`config.mk`:
```
export PLATFORM = sky130hd
export DESIGN_NAME = ws2811_pixel_receiver
export DESIGN_NICKNAME = d
export VERILOG_FILES = /design/src/rtl/ws2811_pkg.sv /design/src/rtl/sync_2ff.sv /design/src/rtl/ws2811_pixel_receiver.sv
export SDC_FILE = /design/constraint.sdc
export NUM_CORES = 1
export LEC_CHECK = 0
export CORE_ASPECT_RATIO = 1.4
export CORE_MARGIN = 1
export CORE_UTILIZATION = 30
export CTS_CLUSTER_DIAMETER = 200
export DETAILED_ROUTE_END_ITERATION = 16
export SYNTH_ARGS = -nofsm -noshare
export SYNTH_HDL_FRONTEND = slang
export SYNTH_HIERARCHICAL = 1
export SYNTH_SLANG_ARGS = --single-unit
export TNS_END_PERCENT = 20
```
`constraint.sdc`:
```
create_clock -name clkIN -period 3.55 [get_ports clkIN]
set_input_delay 0.355 -clock clkIN [delete_from_list [all_inputs] [get_ports clkIN]]
set_output_delay 0.355 -clock clkIN [all_outputs]
set_load 0.03 [all_outputs]
```
`src/rtl/ws2811_pkg.sv`:
```
// Shared WS2811 definitions: pixel width, default 50 MHz bit timing and the receiver state type.
// The colour-order rotate helper is the inverse of the transmitter's rotate-left.
package ws2811_pkg;

    localparam int PIXEL_BITS       = 24;
    localparam int T0H_CYCLES       = 18;
    localparam int T1H_CYCLES       = 35;
    localparam int RESET_CYCLES_DEF = 2500;

    typedef enum logic [1:0] {
        SYNC,
        IDLE,
        HIGH,
        LOW
    } rx_state_t;

    // Amounts of PIXEL_BITS or more are treated as no rotation.
    function automatic logic [PIXEL_BITS-1:0] rotr_pixel(input logic [PIXEL_BITS-1:0] w,
                                                          input logic [4:0]            s);
        logic [2*PIXEL_BITS-1:0] dbl;
        logic [4:0]              amt;
        amt = (s >= 5'(PIXEL_BITS)) ? 5'd0 : s;
        dbl = {w, w} >> amt;
        return dbl[PIXEL_BITS-1:0];
    endfunction

endpackage

```
`src/rtl/sync_2ff.sv`:
```
// Single-bit two-flop synchroniser for an asynchronous input.
module sync_2ff (
    input  logic clk,
    input  logic rst_n,
    input  logic d,
    output logic q
);

    logic meta_q;
    logic sync_q;

    always_ff @(posedge clk or negedge rst_n) begin
        if (!rst_n) begin
            meta_q <= 1'b0;
            sync_q <= 1'b0;
        end else begin
            meta_q <= d;
            sync_q <= meta_q;
        end
    end

    assign q = sync_q;

endmodule

```
`src/rtl/ws2811_pixel_receiver.sv`:
```
// WS2811 NRZ receiver: captures the first 24-bit word of each frame (rotated right by shiftIN)
// and re-drives every later bit of the frame on doutOUT, like a physical pixel.
module ws2811_pixel_receiver
    import ws2811_pkg::*;
#(
    parameter int T1_THRESH_CYCLES = 26,
    parameter int MAX_HIGH_CYCLES  = 100,
    parameter int RESET_CYCLES     = 2500,
    parameter int CNT_W            = 12
) (
    input  logic        clkIN,
    input  logic        nRstIN,
    input  logic        dinIN,
    input  logic [4:0]  shiftIN,
    output logic [23:0] pixelOUT,
    output logic        pixelValidOUT,
    output logic        frameEndOUT,
    output logic        errorOUT,
    output logic        doutOUT
);

    localparam logic [CNT_W-1:0] T1_C    = CNT_W'(T1_THRESH_CYCLES);
    localparam logic [CNT_W-1:0] MAX_C   = CNT_W'(MAX_HIGH_CYCLES);
    localparam logic [CNT_W-1:0] RESET_C = CNT_W'(RESET_CYCLES);
    localparam logic [CNT_W-1:0] ONE_C   = CNT_W'(1);
    localparam logic [4:0]       NBITS_C = 5'(PIXEL_BITS);
    localparam logic [4:0]       LAST_C  = 5'(PIXEL_BITS - 1);

    function automatic logic [CNT_W-1:0] sat_inc(input logic [CNT_W-1:0] c);
        return (&c) ? c : c + ONE_C;
    endfunction

    logic                  din_s;
    logic                  din_prev_q;
    logic                  rise, fall;
    rx_state_t             state_q, state_d;
    logic [CNT_W-1:0]      cnt_q, cnt_d, cnt_inc;
    logic [4:0]            bit_cnt_q, bit_cnt_d;
    logic [PIXEL_BITS-1:0] cap_q, cap_d;
    logic                  load_q, load_d;
    logic                  fwd_en_q, fwd_en_d;
    logic [PIXEL_BITS-1:0] pixel_q, pixel_d;
    logic                  valid_q, valid_d;
    logic                  frame_end_q, frame_end_d;
    logic                  error_q, error_d;
    logic                  dout_q, dout_d;

    sync_2ff u_sync (
        .clk   (clkIN),
        .rst_n (nRstIN),
        .d     (dinIN),
        .q     (din_s)
    );

    always_comb begin
        rise        = din_s & ~din_prev_q;
        fall        = ~din_s & din_prev_q;
        cnt_inc     = sat_inc(cnt_q);
        state_d     = state_q;
        cnt_d       = cnt_q;
        bit_cnt_d   = bit_cnt_q;
        cap_d       = cap_q;
        load_d      = 1'b0;
        fwd_en_d    = fwd_en_q;
        pixel_d     = pixel_q;
        valid_d     = 1'b0;
        frame_end_d = 1'b0;
        error_d     = 1'b0;

        // The cycle after the 24th fall publishes the word, using shiftIN as it is now.
        if (load_q) begin
            pixel_d  = rotr_pixel(cap_q, shiftIN);
            valid_d  = 1'b1;
            fwd_en_d = 1'b1;
        end

        case (state_q)
            SYNC: begin
                cnt_d = din_s ? '0 : cnt_inc;
                if (!din_s && cnt_inc >= RESET_C) begin
                    state_d = IDLE;
                    cnt_d   = '0;
                end
            end
            IDLE: begin
                if (rise) begin
                    state_d = HIGH;
                    cnt_d   = ONE_C;
                end
            end
            HIGH: begin
                if (fall) begin
                    state_d = LOW;
                    cnt_d   = ONE_C;
                    if (bit_cnt_q < NBITS_C) begin
                        cap_d     = {cap_q[PIXEL_BITS-2:0], (cnt_q >= T1_C)};
                        bit_cnt_d = bit_cnt_q + 5'd1;
                        load_d    = (bit_cnt_q == LAST_C);
                    end
                end else begin
                    cnt_d = cnt_inc;
                    if (cnt_inc > MAX_C) begin
                        error_d   = 1'b1;
                        fwd_en_d  = 1'b0;
                        bit_cnt_d = '0;
                        state_d   = SYNC;
                        cnt_d     = '0;
                    end
                end
            end
            LOW: begin
                if (rise) begin
                    state_d = HIGH;
                    cnt_d   = ONE_C;
                end else begin
                    cnt_d = cnt_inc;
                    if (cnt_inc >= RESET_C) begin
                        frame_end_d = 1'b1;
                        bit_cnt_d   = '0;
                        fwd_en_d    = 1'b0;
                        state_d     = IDLE;
                        cnt_d       = '0;
                    end
                end
            end
            default: state_d = SYNC;
        endcase

        dout_d = din_s & fwd_en_q;
    end

    always_ff @(posedge clkIN or negedge nRstIN) begin
        if (!nRstIN) begin
            din_prev_q  <= 1'b0;
            state_q     <= SYNC;
            cnt_q       <= '0;
            bit_cnt_q   <= '0;
            load_q      <= 1'b0;
            fwd_en_q    <= 1'b0;
            pixel_q     <= '0;
            valid_q     <= 1'b0;
            frame_end_q <= 1'b0;
            error_q     <= 1'b0;
            dout_q      <= 1'b0;
        end else begin
            din_prev_q  <= din_s;
            state_q     <= state_d;
            cnt_q       <= cnt_d;
            bit_cnt_q   <= bit_cnt_d;
            load_q      <= load_d;
            fwd_en_q    <= fwd_en_d;
            pixel_q     <= pixel_d;
            valid_q     <= valid_d;
            frame_end_q <= frame_end_d;
            error_q     <= error_d;
            dout_q      <= dout_d;
        end
    end

    // Shift register contents are only consumed after 24 fresh bits, so it needs no reset.
    always_ff @(posedge clkIN) begin
        cap_q <= cap_d;
    end

    assign pixelOUT      = pixel_q;
    assign pixelValidOUT = valid_q;
    assign frameEndOUT   = frame_end_q;
    assign errorOUT      = error_q;
    assign doutOUT       = dout_q;

endmodule

```
==> flow_summary.ini, run 1 <==
[yosys]
postSynthNetCount = 472
synth_warnings = 6
synth-adder-area-share = 0.00792
synthXorXnorAreaFrac = 0.00554
synthSimpleGateAreaFrac = 0.132
synth_edf_count = 24
ys.flop_type = dfrtp_1
syn_area_per_cell_um2 = 10.3
syn_area_um2 = 4740
ys_seq_elements = 76
ys_seq_area_frac = 0.426
synth_top_family_by_area = multiplexers
synth-compound-area-share = 0.127
syn-instance-count = 461
synthMuxAreaShare = 0.262
synthDistinctLibCells = 58
async_reset_ff_frac = 0.684

[die]
boundaryPins = 36
dieArea_um2 = 16300
start_util = 0.305
chipWidth_um = 108
core.rowCount = 54
core-area_um2 = 15500
fp.dieH_um = 151

[flow_run]
max_cap_violations = 0

[cts]
cts_sinks = 76
cts_buffers = 9
clock_latency_ns = 0.34
clkTransAtPathRegs_ns = 0.06
cts-root-buf = clkbuf_16
clockBufferDepth = 2
h-tree-depth = 3
cts_tree = yes
cts_setup_buffers = 0
hold_buffers = 0
cts_resized = 0

[power_and_ir_drop]
p_sw_uw = 448
p_sw_frac = 0.221
pwr_density_cell_nw_per_um2 = 363
clockPowerShare = 0.480
combPwrFrac = 0.070
ir_drop_v = 0.000204
total_leakage_power_uw = 0.00242
p_int_uw = 1580
p_seq_frac = 0.450

[finish]
ff_latch_area_um2 = 2020
drive_above_1_share = 0.0774
num_antenna_cells = 0
multi_input_area_um2 = 2540
final_nets = 497
n_fill_cell = 1549
syn_to_final_growth_pct = 17.8

[placed_design]
port_buffers = 35
place_congestion = 0.914
hpwl_mm = 8.48

[sta]
post-route-period-util = 0.880
tns_ns = 0
slew-limit-headroom = 0.433
period_needed_ns = 3.12
skew_ns = 0.0114
whs_ns = 0.130
setup_viol = 0
rsz0062_at_grt = no
max_freq_ghz = 0.320
worstMarginPinSlew_ns = 0.850
final_hold_viol_count = 0
final_max_slew_viol_count = 0

[detailed_routing]
drtIter0Drc = 134
ant_nets = 0
vias = 3664
wl_per_cell_um = 16.8
wl_mm = 11.5
drt-pass1-iter-count = 4
avgViaCountPerCell = 5.33
drc = 0

[worst_setup_path]
cp_max_fo = 10
cp-start-kind = flip-flop
end_kind = flip-flop
criticalPathCategory = reg -> reg
r2r_setup_slack_ns = 0.43
cp.required_ns = 3.78
crit_arrival_ns = 3.35

[global_routing]
grt_max_degree = 50
grt_pass1_vias = 3671
grt_pass1_wl_mm = 18.7
grt_usage = 0.150
antenna_found_initial = 0
gr-total-overflow = 0

[worst_hold_path]
hold_path.class = in -> async

[run_status]
status = completed
-- metal layers --
metal / GRT usage / part of all wire / vias to the layer above
li1: - / - / 1764
met1: 0.171 / 0.41 / 1803
met4: 0.0709 / 0.030 / 0
met5: 0 / 0 / -
met3: 0.0182 / 0.031 / 24
met2: 0.273 / 0.53 / 73
-- sequential cells by signal, summed over array words and instances (netlist names) --
register       flops
cap_q             24
pixelOUT          24
cnt_q             12
bit_cnt_q          5
state_q            2
din_prev_q         1
doutOUT            1
errorOUT           1
frameEndOUT        1
fwd_en_q           1
load_q             1
pixelValidOUT      1
u_sync/meta_q      1
u_sync/q           1
-- worst max-delay path, stage by stage, from the launching register on --
cell and delay [ns]:
dfrtp_1 0.48, ha_1 0.40, nand4_4 0.15, or4_1 0.57, buf_4 0.20, a21oi_1 0.34, a21oi_2 0.19, nor2_2 0.33
o22ai_1 0.15, a21o_1 0.19
-- cells by family after synthesis --
group                    count (synthesis)
AND/OR/NAND/NOR                        121
flip-flops                              76
multiplexers                           124
adder cells (fa/ha/maj)                  3
XOR/XNOR                                 3
AO/OA/AOI/OAI                           92
buffers and inverters                   42
-- synthesized netlist by cell type, types with 3 or more instances --
master,number,share of area
buf_4,4,0.0063
edfxtp_1,24,0.15
ha_1,3,0.0079
a22o_1,3,0.0055
buf_2,8,0.0084
nand3_1,13,0.014
nor4_1,3,0.0040
nor3b_1,3,0.0047
o211ai_1,3,0.0047
buf_1,4,0.0032
and2_1,4,0.0053
nor3_1,5,0.0053
a21oi_1,39,0.041
nor2_1,38,0.030
nor2b_1,4,0.0053
clkbuf_1,17,0.013
a31oi_1,5,0.0066
a41oi_1,3,0.0055
o22ai_1,4,0.0053
nand2_1,23,0.018
inv_1,9,0.0071
dfrtp_1,52,0.27
o21ai_0,11,0.012
o22a_1,3,0.0055
nand4_1,4,0.0053
mux2i_1,123,0.26
o31ai_1,3,0.0047
and3_1,5,0.0066
or3_1,5,0.0066
-- per-stage QoR --
| step | utilization | power (µW) | setup slack (ns) | instances | area (µm²) |
|---|---|---|---|---|---|
| finish | 0.360 | 2030 | 0.426 | 687 | 5590 |
| global route | 0.360 | 2100 | 0.267 | 687 | 5590 |
| CTS | 0.360 | 2060 | 0.459 | 687 | 5590 |
| detailed placement | 0.340 | 1070 | 0.464 | 671 | 5280 |
| global placement | 0.340 | 1070 | 0.546 | 671 | 5280 |
| floorplan | - | 1030 | 0.841 | 461 | 4740 |
-- final cells by class --
cell class / count / area share
sequential: 76 / 0.362
clock inverter: 4 / 0.0132
multi-input combinational: 343 / 0.455
clock buffer: 12 / 0.0423
timing repair buffer: 47 / 0.0779
tap: 196 / 0.0439
inverter: 9 / 0.00605
-- layout by cell type, fill, tap and decap left out, drive strengths merged, types with 4 or more instances in the layout --
cell and count:
a31oi 5, edfxtp 24, nor4 4, nor3 5
inv 9, or3 5, o22ai 4, and2 4
nand4 5, a21oi 42, and3 5, nand3 13
clkbuf 12, dfrtp 52, o21ai 11, buf 13
nor2b 4, mux2i 123, nor2 41, clkdlybuf4s50 34
nand2 23
-- worst paths after layout --
check | from | endpoint | cells after the start
max in group asynchronous | nRstIN | cnt_q[10]$_DFFE_PN0N_ | 2
worst max register to register | cnt_q[0]$_DFFE_PN0N_ | cnt_q[2]$_DFFE_PN0N_ | 9
worst max-delay path | cnt_q[0]$_DFFE_PN0N_ | cnt_q[2]$_DFFE_PN0N_ | 9
worst min register to register | u_sync/meta_q$_DFF_PN0_ | u_sync/q$_DFF_PN0_ | 0
min in group clkIN | u_sync/meta_q$_DFF_PN0_ | u_sync/q$_DFF_PN0_ | 0
worst min-delay path | nRstIN | pixelOUT[4]$_DFFE_PN0P_ | 1
-- power groups by stage --
stage,clock network [µW],registers [µW],logic [µW]
CTS,1000,912,144
floorplan,0,926,108
global placement,0,929,141
global route,1030,913,154
detailed placement,0,929,144
finish,975,913,142
Power figures use the tool's default switching activity.
==> run 2: changes to the inputs <==
--- a/config.mk
+++ b/config.mk
@@ -5,6 +5,7 @@
 export SDC_FILE = /design/constraint.sdc
 export NUM_CORES = 1
 export LEC_CHECK = 0
+export CAP_MARGIN = 15
 export CORE_ASPECT_RATIO = 1.4
 export CORE_MARGIN = 1
 export CORE_UTILIZATION = 30
==> results of run 2 <==
The final DEF is identical to that of run 1; final timing and power are the same.
==> run 3: changes to the inputs <==
--- a/config.mk
+++ b/config.mk
@@ -7,7 +7,7 @@
 export LEC_CHECK = 0
 export CAP_MARGIN = 15
 export CORE_ASPECT_RATIO = 1.4
-export CORE_MARGIN = 1
+export CORE_MARGIN = 8
 export CORE_UTILIZATION = 30
 export CTS_CLUSTER_DIAMETER = 200
 export DETAILED_ROUTE_END_ITERATION = 16
==> run 3 against run 2 <==
Against the previous run: count of clock-buffer cells in the layout fell by 3; clock power is 2% higher; combinational power grew 3%; fmax grew 0.32%; highest routed layer unchanged.
==> flow_summary.ini, run 3 (same netlist as run 1, synthesis figures left out) <==
[detailed_routing]
wl_per_cell_um = 17.7
ant_nets = 0
drc = 0
drtIter0Drc = 155
drt-pass1-iter-count = 5
vias = 3676
wl_mm = 12.2
avgViaCountPerCell = 5.34

[worst_setup_path]
cp.required_ns = 3.78
crit_arrival_ns = 3.34
cp_num_cells = 9
criticalPathCategory = reg -> reg
critPathBufInv = 0
max_stage_delay_ns = 0.49
reg2reg_depth = 9
cp_max_fo = 9
cp-start-kind = flip-flop
critPathSlowestCell = dfrtp_1
crit_chain = ha_1, nand4_4, or3_1, mux2i_1, a21oi_1, a21oi_4, nand2_1, nand2_1, mux2_2
worst_path_most_repeated_cell = nand2_1
end_kind = flip-flop
cpLargestDelayFamily = simple AND/OR/NAND/NOR gates

[cts]
h-tree-depth = 3
hold_buffers = 0
clock_latency_ns = 0.34
clockBufferDepth = 2
cts_tree = yes
clkTransAtPathRegs_ns = 0.06
cts_sinks = 76
cts_setup_buffers = 0
cts_resized = 0
cts-root-buf = clkbuf_16
cts_buffers = 9

[global_routing]
gr-total-overflow = 0
grt_max_degree = 36
grt_pass1_wl_mm = 19.7
grt_usage = 0.124
grt_pass1_vias = 3731
antenna_found_initial = 0

[die]
dieArea_um2 = 20100
fp.dieH_um = 165
chipWidth_um = 122
core.rowCount = 54
start_util = 0.305
boundaryPins = 36
core-area_um2 = 15500

[power_and_ir_drop]
total_leakage_power_uw = 0.00244
ir_drop_v = 0.000238
pwr_density_cell_nw_per_um2 = 365

[sta]
max_freq_ghz = 0.321
period_needed_ns = 3.11
post-route-period-util = 0.877
worstMarginPinSlew_ns = 0.831
skew_ns = 0.00502
tns_ns = 0
setup_viol = 0
rsz0062_at_grt = no
final_max_slew_viol_count = 0
final_hold_viol_count = 0
slew-limit-headroom = 0.444

[finish]
syn_to_final_growth_pct = 18.3
final_common_cell = mux2i_1
post-route-util = 0.361
layout_common_cells = mux2i_1 (123), dfrtp_1 (52), nor2_1 (38), a21oi_1 (38), clkdlybuf4s50_1 (34)
final_nets = 499
num_antenna_cells = 0
drive_above_1_share = 0.0872

[placed_design]
hpwl_mm = 9.01
port_buffers = 35
place_congestion = 0.955

[worst_hold_path]
hold_path.class = in -> async

[run_status]
status = completed

[flow_run]
max_cap_violations = 0
run 3: cell types whose count changed in the layout (fill, tap and decap cells not counted), sizes merged:
| cell | before | now |
|---|---|---|
| clkbuf | 12 | 9 |
| buf | 13 | 15 |
| clkinv | 2 | 4 |
| inv | 9 | 10 |
run 3: stage by stage:
stage               cells  total power [µW]  area [µm²]  worst slack [ns]  hold WS (ns)
floorplan             461              1030        4740             0.841        0.0594
global placement      673              1070        5290             0.528         0.348
detailed placement    673              1070        5290             0.477         0.339
CTS                   689              2070        5610             0.461         0.149
global route          689              2110        5610             0.229         0.191
finish                689              2050        5610             0.436         0.117
run 3: path summary, 6_finish.rpt:
| kind | startpoint | end | slack [ns] |
|---|---|---|---|
| setup reg to reg | cnt_q[0]$_DFFE_PN0N_ | bit_cnt_q[1]$_DFFE_PN0P_ | 0.44 |
| hold reg to reg | u_sync/meta_q$_DFF_PN0_ | u_sync/q$_DFF_PN0_ | 0.36 |
| hold / removal | nRstIN | bit_cnt_q[4]$_DFFE_PN0P_ | 0.12 |
| min in group clkIN | u_sync/meta_q$_DFF_PN0_ | u_sync/q$_DFF_PN0_ | 0.36 |
| max in group asynchronous | nRstIN | cnt_q[0]$_DFFE_PN0N_ | 2.69 |
| setup / recovery | cnt_q[0]$_DFFE_PN0N_ | bit_cnt_q[1]$_DFFE_PN0P_ | 0.44 |
run 3: routing by layer:
metal	global-route usage	vias to the layer above	routed length (µm)
li1	-	1767	-
met1	0.135	1809	4830
met2	0.228	83	6660
met3	0.0298	17	463
met4	0.0450	0	265
met5	0	-	0
run 3: layout make-up:
cell class | count | area (µm²)
timing repair buffer | 49 | 450
clock inverter | 7 | 90.1
tap | 196 | 245
sequential | 76 | 2020
clock buffer | 9 | 225
fill | 1564 | 9930
multi-input combinational | 343 | 2540
inverter | 9 | 33.8
run 3: power by group:
group / internal (µW) / total, µW / switching (µW) / leakage [µW]
clock network: 613 / 993 / 379 / 0.000159
logic: 62.0 / 146 / 83.8 / 0.00142
registers: 904 / 911 / 6.77 / 0.000867
==> RTL change: new RTL, config.mk and constraints of run 2 <==
The output `pixelValidOUT` loses its register stage (`valid_q` becomes a continuous assignment).
--- a/src/rtl/ws2811_pixel_receiver.sv
+++ b/src/rtl/ws2811_pixel_receiver.sv
@@ -138,7 +138,6 @@
             load_q      <= 1'b0;
             fwd_en_q    <= 1'b0;
             pixel_q     <= '0;
-            valid_q     <= 1'b0;
             frame_end_q <= 1'b0;
             error_q     <= 1'b0;
             dout_q      <= 1'b0;
@@ -150,12 +149,13 @@
             load_q      <= load_d;
             fwd_en_q    <= fwd_en_d;
             pixel_q     <= pixel_d;
-            valid_q     <= valid_d;
             frame_end_q <= frame_end_d;
             error_q     <= error_d;
             dout_q      <= dout_d;
         end
     end
+
+    assign valid_q = valid_d;
 
     // Shift register contents are only consumed after 24 fresh bits, so it needs no reset.
     always_ff @(posedge clkIN) begin
Formal check against the unedited RTL: no difference found for any inputs over 10 cycles, from zero or initial values and one cycle with nRstIN low; that may be too few to reach the edited logic, so the function may still have changed.
==> RTL change against run 2 <==
Sequential power decreased by 1%. First-iteration DRC count increased by 74%. Routed wire length decreased by 1.5%. Synthesized area decreased by 0.53%. Setup slack got worse by 0.072 ns. Final area decreased by 1.4%. Total power decreased by 4.9%. Sequential cell count decreased by 1. Largest power group is now sequential cells.
==> RTL change: results (changes against run 2) <==
Yosys:
- The number of warnings reported in the yosys synthesis log is 6 (unchanged).
- The sequential share of the synthesized area is 42.3% (-0.30 points).
- The async set-reset flop share out of synthesis was 68.0% (-0.42 points).
- By area the synthesized netlist is led by sky130_fd_sc_hd__dfrtp_1, sky130_fd_sc_hd__mux2i_1, sky130_fd_sc_hd__edfxtp_1, sky130_fd_sc_hd__a21oi_1, sky130_fd_sc_hd__nor2_1.
- The number of synthesized flops with an enable pin is 24 (unchanged).
- The mean area per synthesized cell is 10.3 um2 (-0.31%).
- The commonest cells after synthesis are sky130_fd_sc_hd__mux2i_1, sky130_fd_sc_hd__dfrtp_1, sky130_fd_sc_hd__a21oi_1.
- The net count after synthesis is 471 (-0.21%).

GRT:
- The via count of the first global-routing pass is 3660 (-0.30%).
- The met1 global-route usage was 17.5% (+0.47 points).
- The global-route wire length before repair came to 18700 um (-0.41%).
- The aggregate global-route resource usage was 14.8% (-0.13 points).
- The met2 track demand over resource in global routing came to 25.4% (-1.9 points).
- The met3 usage is 2.21% (+0.39 points).

Clock tree:
- The cell chosen for the clock root is sky130_fd_sc_hd__clkbuf_16.
- The H-tree depth is 3 (unchanged).
- The quantity of gates resized following cts is 0 (unchanged).

Detailed routing:
- The starting DRC count in detailed routing is 233 (+74%).
- The via density per instance is 5.36 (+0.56%).
- The overall routed net length is 11400 um (-1.5%).

Place:
- The routability-driven placement congestion ratio is 0.947 (+3.6%).
- The half-perimeter wire length after placement was 8390 um (-1.0%).
- The minimum setup slack after placement is 0.484 ns (+0.0202 ns).
- The cell count after placement is 664 (-1.0%).
- The area of placed instances is 5230 um2 (-0.85%).
- The count of buffers from port buffering is 35 (unchanged).

Critical path:
- Broken down by cell family, the worst path's largest delay share belongs to compound AO/OA/AOI/OAI gates.
- The maximum net fanout on the critical path came to 14 (+4).
- The data arrival time of the critical path is 3.41 ns (+0.06 ns).
- The cell with the largest stage delay on the worst path is sky130_fd_sc_hd__a2111oi_0.
- The largest stage delay on the critical path is 0.90 ns (+0.33 ns).
- The depth of the most critical reg-to-reg path is 7 (-2).
- The worst register-to-register path ends at bit_cnt_q[1].
- The worst reg-to-reg setup slack is 0.35 ns (-0.07 ns).
- The beginning of the worst register-to-register path is cnt_q[3].

Power and ir drop:
- The worst-case vdd ir drop came to 174 uV (-15%).
- The standby leakage power is 2.38 nW (-1.7%).

Layout:
- The share of layout cells above drive strength 1 is 6.76% (-0.98 points).
- The total number of nets in the final design is 494 (-0.60%).
- The number of non-filler instances in the completed layout is 680 (-1.0%).

Timing:
- The worst setup skew after layout is 0.00705 ns (-0.00432 ns).
- The transition time at the pin with the least slew margin came to 0.984 ns (+0.133 ns).

Status:
- The run finished with clean final reports.

Hold path:
- The worst min-delay path class is in2async.
RTL change: cell count changes after synthesis:
cell                             run 2  this run
sky130_fd_sc_hd__dfrtp_1            52        51
RTL change: metal layers:
| layer | up-vias | wire (um) |
|---|---|---|
| met3 | 32 | 391 |
| met1 | 1763 | 4750 |
| met2 | 92 | 5800 |
| met4 | 0 | 429 |
| met5 | - | 0 |
| li1 | 1760 | - |
RTL change: report_power, final:
group,switching (mW),total [mW],internal [mW]
registers,0.00863,0.901,0.893
clock network,0.349,0.887,0.538
logic,0.0795,0.140,0.0609
total,0.437,1.93,1.49
RTL change: cells by family (layout without fill, tap and decap cells):
kind of cell             after synthesis  in the layout  synth area share (%)
AO/OA/AOI/OAI                         92             92                  12.8
XOR/XNOR                               3              3                 0.557
adder cells (fa/ha/maj)                3              3                 0.796
buffers and inverters                 42             70                  3.87
flip-flops                            75             75                  42.3
multiplexers                         124            124                  26.3
AND/OR/NAND/NOR                      121            121                  13.3
RTL change: final cells by class:
type | instances | area (um2)
Timing Repair Buffer | 45 | 420
Tap cell | 192 | 240
Clock buffer | 12 | 236
Clock inverter | 4 | 41.3
Sequential cell | 75 | 2000
Inverter | 9 | 33.8
Fill cell | 1517 | 9680
Multi-Input combinational cell | 343 | 2540
RTL change: metrics by stage:
stage	utilization (%)	hold slack (ns)
floorplan	-	0.0594
global placement	34.5	0.338
detailed placement	34.5	0.351
CTS	36.3	0.222
global route	36.3	0.255
finish	36.3	0.164
RTL change: worst max-delay path by stage:
stage               cells past startpoint  slack, ns            to
CTS                                     9       0.46  bit_cnt_q[1]
floorplan                              10       0.84  bit_cnt_q[1]
detailed placement                      9       0.48  bit_cnt_q[1]
global route                           10       0.25      cnt_q[2]
global placement                        7       0.47  bit_cnt_q[1]
finish                                  7       0.35  bit_cnt_q[1]
